<file path="src/rtl/bid_arb_pkg.sv">
// bid_arb_pkg: shared defaults, saturating credit arithmetic and round-robin search for bid_arbiter
// Contents: default parameter constants, bal_sat_add/bal_sat_sub, rr_first
package bid_arb_pkg;

    localparam int N_MASTERS_DEF     = 4;
    localparam int BID_W_DEF         = 4;
    localparam int BAL_W_DEF         = 10;
    localparam int BAL_INIT_DEF      = 750;
    localparam int REFILL_PERIOD_DEF = 400;
    localparam int REFILL_AMT_DEF    = 750;
    localparam int BAL_MAX_DEF       = 900;
    localparam int STARVE_LIMIT_DEF  = 60;

    function automatic logic [31:0] bal_sat_sub(input logic [31:0] a, input logic [31:0] b);
        return (a > b) ? a - b : 32'd0;
    endfunction

    // Operands are at most BAL_W bits, so the 32-bit sum cannot overflow.
    function automatic logic [31:0] bal_sat_add(input logic [31:0] a, input logic [31:0] b,
                                                input logic [31:0] max);
        logic [31:0] sum;
        sum = a + b;
        return (sum > max) ? max : sum;
    endfunction

    // Returns {found, index} of the first set bit of mask searching upward from ptr+1, wrapping at n.
    // Scanning from the farthest candidate down lets the nearest hit overwrite earlier ones.
    function automatic logic [4:0] rr_first(input logic [15:0] mask, input logic [3:0] ptr, input int n);
        logic [4:0] r;
        int p;
        r = '0;
        for (int k = 16; k >= 1; k--) begin
            p = int'(ptr) + k;
            if (p >= n) p = p - n;
            if (k <= n && mask[p]) r = {1'b1, 4'(p)};
        end
        return r;
    endfunction

endpackage

</file>
<file path="src/rtl/bid_credit_acct.sv">
// bid_credit_acct: per-master credit balance with debit/refill and optional starvation counter
// Ports: clk, rst (async, active-high), bid, granted (decision for this edge), refill_tick,
//        balance (current credit), starve (counter reached STARVE_LIMIT; 0 unless STARVE_GUARD_EN)
// Configuration macro: STARVE_GUARD_EN builds the starvation counter.
module bid_credit_acct
    import bid_arb_pkg::*;
#(
    parameter int BID_W        = BID_W_DEF,
    parameter int BAL_W        = BAL_W_DEF,
    parameter int BAL_INIT     = BAL_INIT_DEF,
    parameter int REFILL_AMT   = REFILL_AMT_DEF,
`ifdef STARVE_GUARD_EN
    parameter int STARVE_LIMIT = STARVE_LIMIT_DEF,
`endif
    parameter int BAL_MAX      = BAL_MAX_DEF
) (
    input  logic             clk,
    input  logic             rst,
    input  logic [BID_W-1:0] bid,
    input  logic             granted,
    input  logic             refill_tick,
    output logic [BAL_W-1:0] balance,
    output logic             starve
);

    logic [BAL_W-1:0] debited;

    assign debited = granted ? BAL_W'(bal_sat_sub(32'(balance), 32'(bid))) : balance;

    always_ff @(posedge clk or posedge rst) begin
        if (rst) balance <= BAL_W'(BAL_INIT);
        else     balance <= refill_tick ? BAL_W'(bal_sat_add(32'(debited), 32'(REFILL_AMT), 32'(BAL_MAX))) : debited;
    end

`ifdef STARVE_GUARD_EN
    localparam int CW = $clog2(STARVE_LIMIT + 1);
    logic [CW-1:0] cnt;
    always_ff @(posedge clk or posedge rst) begin
        if (rst)                            cnt <= '0;
        else if (granted || bid == '0)      cnt <= '0;
        else if (cnt != CW'(STARVE_LIMIT))  cnt <= cnt + CW'(1);
    end
    assign starve = cnt == CW'(STARVE_LIMIT);
`else
    assign starve = 1'b0;
`endif

endmodule

</file>
<file path="src/rtl/bid_arbiter.sv">
// bid_arbiter: credit-weighted N-master bus arbiter with round-robin tie break and starvation guard
// Ports: clk, rst (async, active-high), bid (packed per-master bids, 0 = idle),
//        grant (registered one-hot), grant_valid, grant_id, balance (packed balances), starve
// Configuration macro: STARVE_GUARD_EN enables forced service of starved requesters.
module bid_arbiter
    import bid_arb_pkg::*;
#(
    parameter  int N_MASTERS     = N_MASTERS_DEF,
    parameter  int BID_W         = BID_W_DEF,
    parameter  int BAL_W         = BAL_W_DEF,
    parameter  int BAL_INIT      = BAL_INIT_DEF,
    parameter  int REFILL_PERIOD = REFILL_PERIOD_DEF,
    parameter  int REFILL_AMT    = REFILL_AMT_DEF,
    parameter  int BAL_MAX       = BAL_MAX_DEF,
    parameter  int STARVE_LIMIT  = STARVE_LIMIT_DEF,
    localparam int IW            = (N_MASTERS > 2) ? $clog2(N_MASTERS) : 1
) (
    input  logic                       clk,
    input  logic                       rst,
    input  logic [N_MASTERS*BID_W-1:0] bid,
    output logic [N_MASTERS-1:0]       grant,
    output logic                       grant_valid,
    output logic [IW-1:0]              grant_id,
    output logic [N_MASTERS*BAL_W-1:0] balance,
    output logic [N_MASTERS-1:0]       starve
);

    localparam int RW = (REFILL_PERIOD > 2) ? $clog2(REFILL_PERIOD) : 1;

    if (BAL_MAX >= 2 ** BAL_W || BID_W > BAL_W || STARVE_LIMIT < 1) begin : g_bad_cfg
        $error("bid_arbiter: inconsistent configuration");
    end

    logic [BID_W-1:0]     b   [N_MASTERS];
    logic [BAL_W-1:0]     bal [N_MASTERS];
    logic [N_MASTERS-1:0] elig, starved, top, nxt;
    logic [BID_W-1:0]     max_bid;
    logic [4:0]           pick;
    logic [IW-1:0]        ptr;
    logic [RW-1:0]        rcnt;
    logic                 refill_tick;

    for (genvar i = 0; i < N_MASTERS; i++) begin : g_m
        assign b[i]       = bid[i*BID_W +: BID_W];
        assign elig[i]    = b[i] != '0 && bal[i] >= BAL_W'(b[i]);
        assign starved[i] = b[i] != '0 && starve[i];
        assign top[i]     = elig[i] && b[i] == max_bid;
        assign balance[i*BAL_W +: BAL_W] = bal[i];
        bid_credit_acct #(
            .BID_W        (BID_W),
            .BAL_W        (BAL_W),
            .BAL_INIT     (BAL_INIT),
            .REFILL_AMT   (REFILL_AMT),
`ifdef STARVE_GUARD_EN
            .STARVE_LIMIT (STARVE_LIMIT),
`endif
            .BAL_MAX      (BAL_MAX)
        ) u_acct (
            .clk         (clk),
            .rst         (rst),
            .bid         (b[i]),
            .granted     (nxt[i]),
            .refill_tick (refill_tick),
            .balance     (bal[i]),
            .starve      (starve[i])
        );
    end

    always_comb begin
        max_bid = '0;
        for (int i = 0; i < N_MASTERS; i++)
            if (elig[i] && b[i] > max_bid) max_bid = b[i];
    end

    // Starved requesters pre-empt bidding; top is empty when nobody is eligible, so pick then finds nothing.
    assign pick        = |starved ? rr_first(16'(starved), 4'(ptr), N_MASTERS)
                                  : rr_first(16'(top), 4'(ptr), N_MASTERS);
    assign nxt         = pick[4] ? N_MASTERS'(1) << pick[3:0] : '0;
    assign refill_tick = rcnt == RW'(REFILL_PERIOD - 1);
    assign grant_valid = |grant;

    always_ff @(posedge clk or posedge rst) begin
        if (rst) begin
            grant    <= '0;
            grant_id <= '0;
            ptr      <= IW'(N_MASTERS - 1);
            rcnt     <= '0;
        end else begin
            grant    <= nxt;
            grant_id <= pick[4] ? IW'(pick[3:0]) : '0;
            if (pick[4]) ptr <= IW'(pick[3:0]);
            rcnt     <= refill_tick ? '0 : rcnt + RW'(1);
        end
    end

endmodule
</file>
<file path="config.mk">
export PLATFORM = sky130hd
export DESIGN_NAME = bid_arbiter
export DESIGN_NICKNAME = d
export VERILOG_FILES = /design/src/rtl/bid_arb_pkg.sv /design/src/rtl/bid_credit_acct.sv /design/src/rtl/bid_arbiter.sv
export SDC_FILE = /design/constraint.sdc
export NUM_CORES = 1
export LEC_CHECK = 0
export CAP_MARGIN = 20
export CORE_ASPECT_RATIO = 0.6
export CORE_UTILIZATION = 40
export DETAILED_ROUTE_END_ITERATION = 10
export SLEW_MARGIN = 20
export SYNTH_ARGS = -nofsm -noshare
export SYNTH_HDL_FRONTEND = slang
export SYNTH_SLANG_ARGS = --single-unit
</file>
<file path="constraint.sdc">
create_clock -name clk -period 12.4 [get_ports clk]
set_input_delay 1.86 -clock clk [delete_from_list [all_inputs] [get_ports clk]]
set_output_delay 1.86 -clock clk [all_outputs]
set_load 0.02 [all_outputs]
</file>
Yosys cells after proc, flatten, opt, wreduce, memory -nomap -nowiden
Cells that the tools add are included.
{ "word_totals": {"output_inout_bits": 51, "elab_cells": 115, "regBits": 57, "in_bits": 18} }
{ "op_classes": {"n_mux": 43, "n_lt_le_gt_ge": 24, "shift": 1, "n_reduce_logical": 17, "add_sub_neg": 17, "n_eq_ne": 5} }
{ "op_table": {"columns": ["op", "count"], "rows": [
  ["$mux 10", 16],
  ["$lt 32x6->1 const B", 4],
  ["$mux 32", 4],
  ["$add 10x10->11 const B", 4],
  ["$gt 11x10->1 const B", 4],
  ["$ge 10x4->1", 4],
  ["$gt 10x4->1", 4],
  ["$sub 10x4->10", 4],
  ["$mux 4", 5],
  ["$mux 5", 4],
  ["$bmux 1 s4", 4],
  ["$eq 4x4->1", 4],
  ["$reduce_bool 4->1", 4],
  ["$gt 4x4->1", 3],
  ["$logic_and 1x1->1", 12],
  ["$sub 3x3->4 const B", 3],
  ["$add 9x1->9 const B", 1],
  ["$eq 9x9->1 const B", 1],
  ["$ge 3x3->1 const B", 3],
  ["$mux 9", 1],
  ["$mux 1", 8],
  ["$add 2x2->3 const B", 2],
  ["$sub 4x3->5 const B", 1],
  ["$add 2x3->4 const B", 1],
  ["other kinds (6)", 6]
]} }

Depth between registers and ports, before layout
Gate-level depths: netlist of run 1.
{ "logic_depth": {"ltp_word": 29, "ltp_mapped": 53, "ltp_nobuf": 48} }

Cells and area by module
From an unflattened synthesis of run 1, not the netlist that was laid out.
{ "unflattened": {"cells_unflattened": 970, "hier_area_um2": 7895.1} }
{ "by_module_without_submodules": {"columns": ["module", "cells_per_inst", "instances", "seq_area_each_um2", "area_each_um2"], "rows": [
  ["bid_credit_acct (g_m[0].u_acct ...)", 150, 3, 259.0, 1287.5],
  ["bid_arbiter", 378, 1, 427.9, 2897.8],
  ["bid_credit_acct (g_m[1].u_acct)", 142, 1, 259.0, 1134.8]
]} }

Worst setup path before layout of run 1
Ideal clock, no wire load.
{ "synth_timing": {"path_kind": "input-to-reg", "startpoint": "input port bid[0]", "endpoint": "register g_m[1].u_acct.balance[7]", "path_buffers": 4, "slack_ps": 1497, "setup_ps": 80, "stages": 49, "required_time_ps": 12320, "arrival_time_ps": 10824, "cell_sequence": "ha_1 > inv_1 > fa_1 > nand3_1 > and2_1 > clkbuf_1 > a21o_1 > ha_1 > nor2b_1 > o211ai_1 > a21boi_0 > a21oi_1 > nor2_1 > ha_1 > nor2b_1 > o211ai_1 > a21oi_1 > and2_4 > [... 13 more ...] > a211o_1 > and2_1 > inv_2 > nand2_4 > buf_2 > nor3b_1 > a21oi_1 > ha_1 > o21ai_0 > nand2b_1 > nand2_1 > o211a_1 > a211oi_1 > a21oi_1 > nor4_1 > a311o_1 > nand2_1 > o22a_1"} }
{ "synth_via": {"elab_chain_cells": 29, "word_cells_on_any_way": 46, "cone_classes": "add/sub (1); order compare (6); eq/ne (4); shift (1); mux (24); reduce/logical (10)"} }
{ "synth_lines": {"columns": ["item", "line", "rtl"], "rows": [
  ["start: declaration", "bid_arbiter.sv:20", "input logic [N_MASTERS*BID_W-1:0] bid,"],
  ["$ge 10x4->1 or $reduce_bool 4->1 (tied branches)", null, null],
  ["$logic_and 1x1->1", "bid_arbiter.sv:45", "assign elig[i] = b[i] != '0 && bal[i] >= BAL_W'(b[i]);"],
  ["$logic_and 1x1->1", "bid_arbiter.sv:72", "if (elig[i] && b[i] > max_bid) max_bid = b[i];"],
  ["$mux 4", "bid_arbiter.sv:72", null],
  ["$gt 4x4->1", "bid_arbiter.sv:72", null],
  ["$logic_and 1x1->1", "bid_arbiter.sv:72", null],
  ["$mux 4", "bid_arbiter.sv:72", null],
  ["$gt 4x4->1", "bid_arbiter.sv:72", null],
  ["[... 13 more ...]", null, null],
  ["$mux 5 (*)", "bid_arb_pkg.sv:35", "if (k <= n && mask[p]) r = {1'b1, 4'(p)};"],
  ["$shl 1x4->4", "bid_arbiter.sv:78", "assign nxt = pick[4] ? N_MASTERS'(1) << pick[3:0] : '0;"],
  ["$mux 4 (*)", "bid_arbiter.sv:78", null],
  ["$mux 10 (*)", "bid_credit_acct.sv:28", "assign debited = granted ? BAL_W'(bal_sat_sub(32'(balance), 32'(bid))) : balance;"],
  ["$add 10x10->11", "bid_arb_pkg.sv:22", "sum = a + b;"],
  ["$gt 11x10->1", "bid_arb_pkg.sv:23", "return (sum > max) ? max : sum;"],
  ["$mux 10", "bid_arb_pkg.sv:23", null],
  ["$mux 10 (*)", "bid_credit_acct.sv:32", "else balance <= refill_tick ? BAL_W'(bal_sat_add(32'(debited), 32'(REFILL_AMT), 32'(BAL_MAX))) : debited;"],
  ["end signal: assignment", "bid_credit_acct.sv:31", "if (rst) balance <= BAL_W'(BAL_INIT);"],
  ["end signal: assignment", "bid_credit_acct.sv:32", null],
  ["end: declaration", "bid_credit_acct.sv:22", "output logic [BAL_W-1:0] balance,"]
]} }
Every way passes the cells marked *; elsewhere a longest branch is shown, timed or not. The select of a mux whose other input is x is not followed.
A chain may end at the register's enable or synchronous reset.

Worst setup path in the final report of run 1
{ "layout_timing": {"startpoint": "input port bid[0]", "endpoint": "register g_m[1].u_acct.balance[2]"} }
The elaborated chain is that of the path after synthesis.

==> impl_metrics.json, run 1 <==
{
  "crit_type": "in2reg",
  "crit_path_end_kind": "flop",
  "ys_ff_latch": 57,
  "setup_viol": 0,
  "syn_area_sq_um": 6850,
  "post-route-min-period_ns": 11.75,
  "min_path_type": "reg2reg",
  "clock_latency_ns": 0.33,
  "track_usage_pct": 24.3,
  "drt-initial-drc-count": 698,
  "highest_layer": "met4",
  "grt_overflow": 0,
  "nNetsFinal": 985,
  "synth.distinct_cells": 104,
  "drc_errors": 0,
  "grt_pass1_wl_um": 33900,
  "layout_common_cells": "nor2_1, clkdlybuf4s50_1, a21oi_1, nand2_1, inv_1",
  "globalplace.congestion": 0.960,
  "ctsRootBufferMaster": "clkbuf_16",
  "slew_headroom_pct": 33.6,
  "critPathArrivalTime_ns": 12.02,
  "crit_required_ns": 12.67,
  "die_w_um": 171,
  "rows": 36,
  "dp_slack_ns": 0.0147,
  "antenna_found_initial": 1,
  "synth_edf_count": 0,
  "die_y_um": 103,
  "diodes": 0,
  "tightestPinTransition_ns": 0.987,
  "cts_made_buffers": 9,
  "met2_length_um": 8070,
  "dp_hpwl_um": 16200,
  "start_util_pct": 41.5,
  "cts_max_level": 3,
  "ios": 69,
  "finalWorstSetupSlack_ns": 0.649,
  "timing.fmax_mhz": 85.1,
  "tns_ns": 0,
  "cts_tree": "done",
  "io_buffers": 64,
  "syn-instance-count": 859,
  "clockBufferDepth": 2,
  "final_hold_viol_count": 0,
  "drive_gt1_share_pct": 15.2,
  "ys_seq_area_share_pct": 21.4,
  "detailroute.via_count": 6987,
  "die_area_sq_um": 17700,
  "crit_top_cell": "ha_1",
  "vias_per_cell": 6.02,
  "synth.avg_cell_area_sq_um": 7.97,
  "yosys_warnings": 0,
  "wl_met1_um": 10900,
  "cp_max_fo": 16,
  "start_kind": "input port",
  "clk_pin_slew_ns": 0.06,
  "core_sq_um": 16500,
  "drt_pass1_iterations": 6,
  "slew_violations": 0,
  "max_cap_violations": 0,
  "critical_path.max_stage_delay_ns": 0.62,
  "wl_um": 21100,
  "holdWs_ns": 0.464,
  "cts_hold_buf": 0,
  "status": "completed",
  "wl_met3_um": 1840,
  "antenna_left": 0,
  "min_period_over_period_pct": 94.8,
  "clock_skew_ns": 0.0103,
  "wl_per_cell_um": 18.2,
  "grt_max_degree": 58,
  "final_common_cell": "nor2_1",
  "area_growth_pct": 18.3,
  "ys_dominant_reg_cell": "dfstp_2",
  "slowest_stage": "clkdlybuf4s50_1",
  "clock_sinks": 57,
  "synth-async-reset-ratio_pct": 100,
  "grt_pass1_vias": 6342
}
## worst max-delay path, delay by kind of cell
kind | cells | cell delay [ns]
adder cells (fa/ha/maj) | 6 | 1.74
buffers and inverters | 5 | 1.20
AO/OA/AOI/OAI | 17 | 3.36
multiplexers | 2 | 0.52
AND/OR/NAND/NOR | 16 | 3.32
## registers in the layout, indices dropped and copies added, names as in the netlist
register and flops:
g_m.u_acct.balance 40, grant 4, rcnt 9, grant_id 2, ptr 2
## synthesized netlist by cell type (all sizes together), types with 16 or more instances
cell,n,share of area [%]
a21oi,67,5.0
and2,20,1.9
and3,20,1.8
buf,24,2.5
dfrtp,27,9.9
dfstp,30,12
ha,36,6.6
inv,47,2.6
nand2,64,3.7
nand3,29,2.4
nand4,18,1.6
nor2,82,4.5
nor3,29,2.3
nor4,16,1.9
o21ai,43,3.1
xnor2,19,2.4
xor2,18,2.3
## layer usage
layer / up-vias / global-route usage, %
met5: - / 0
met4: 0 / 5.43
met3: 20 / 4.64
met2: 301 / 32.6
met1: 3301 / 38.7
li1: 3365 / -
## cell families (layout without fill, tap and decap cells)
group / after synthesis / count (layout) / share of synthesized area (%)
simple gates: 351 / 351 / 28.4
mux: 29 / 29 / 4.61
xor+xnor: 37 / 37 / 4.73
flops: 57 / 57 / 21.4
other cells: 1 / 4 / 0.0548
compound gates: 260 / 260 / 27.2
fa+ha+maj: 40 / 40 / 7.75
buf+inv: 84 / 154 / 5.88
## metrics by stage
stage | area [sq um] | instances | utilization (%)
final | 8100 | 1160 | 49.1
after global routing | 8100 | 1160 | 49.1
after CTS | 8030 | 1158 | 48.7
after detailed placement | 7740 | 1142 | 47.0
after global placement | 7740 | 1142 | 47.0
after floorplan | 6860 | 862 | -
## repair_timing
item | 4_1_cts | 5_1_grt
setup endpoints to repair | 0 | 25
buffers inserted | 0 | 2
resized for setup | 0 | 18
## worst paths after layout
| kind | from | to | slack (ns) | depth (start not counted) |
|---|---|---|---|---|
| worst max-delay path | bid[0] | g_m[1].u_acct.balance[2]$_DFF_PP1_ | 0.65 | 46 |
| worst min-delay path | rcnt[0]$_DFF_PP0_ | rcnt[0]$_DFF_PP0_ | 0.46 | 1 |
| worst max register to register | g_m[0].u_acct.balance[0]$_DFF_PP0_ | g_m[1].u_acct.balance[2]$_DFF_PP1_ | 2.34 | 46 |
| worst min register to register | rcnt[0]$_DFF_PP0_ | rcnt[0]$_DFF_PP0_ | 0.46 | 1 |
| max in group asynchronous | rst | g_m[1].u_acct.balance[8]$_DFF_PP0_ | 9.84 | 3 |
| min in group asynchronous | rst | g_m[2].u_acct.balance[8]$_DFF_PP0_ | 2.07 | 3 |
## layout make-up
cell class,instances,area (sq um)
inverter,48,180
clock buffer,9,225
fill,1623,8390
tap,228,285
multi-input combinational,721,5050
clock inverter,7,61.3
timing repair buffer,90,836
sequential,57,1460
Power of run 1 is left out: the tool's default activity adds up to more than one toggle a clock period on the data nets, which glitch-free logic cannot reach.
==> inputs of run 2 (changes only) <==
SKIP_LAST_GASP = 1   (was default)
==> results of run 2 <==
The final DEF is identical to that of run 1; final timing and power are the same.
Power of run 2 is left out for the same reason.
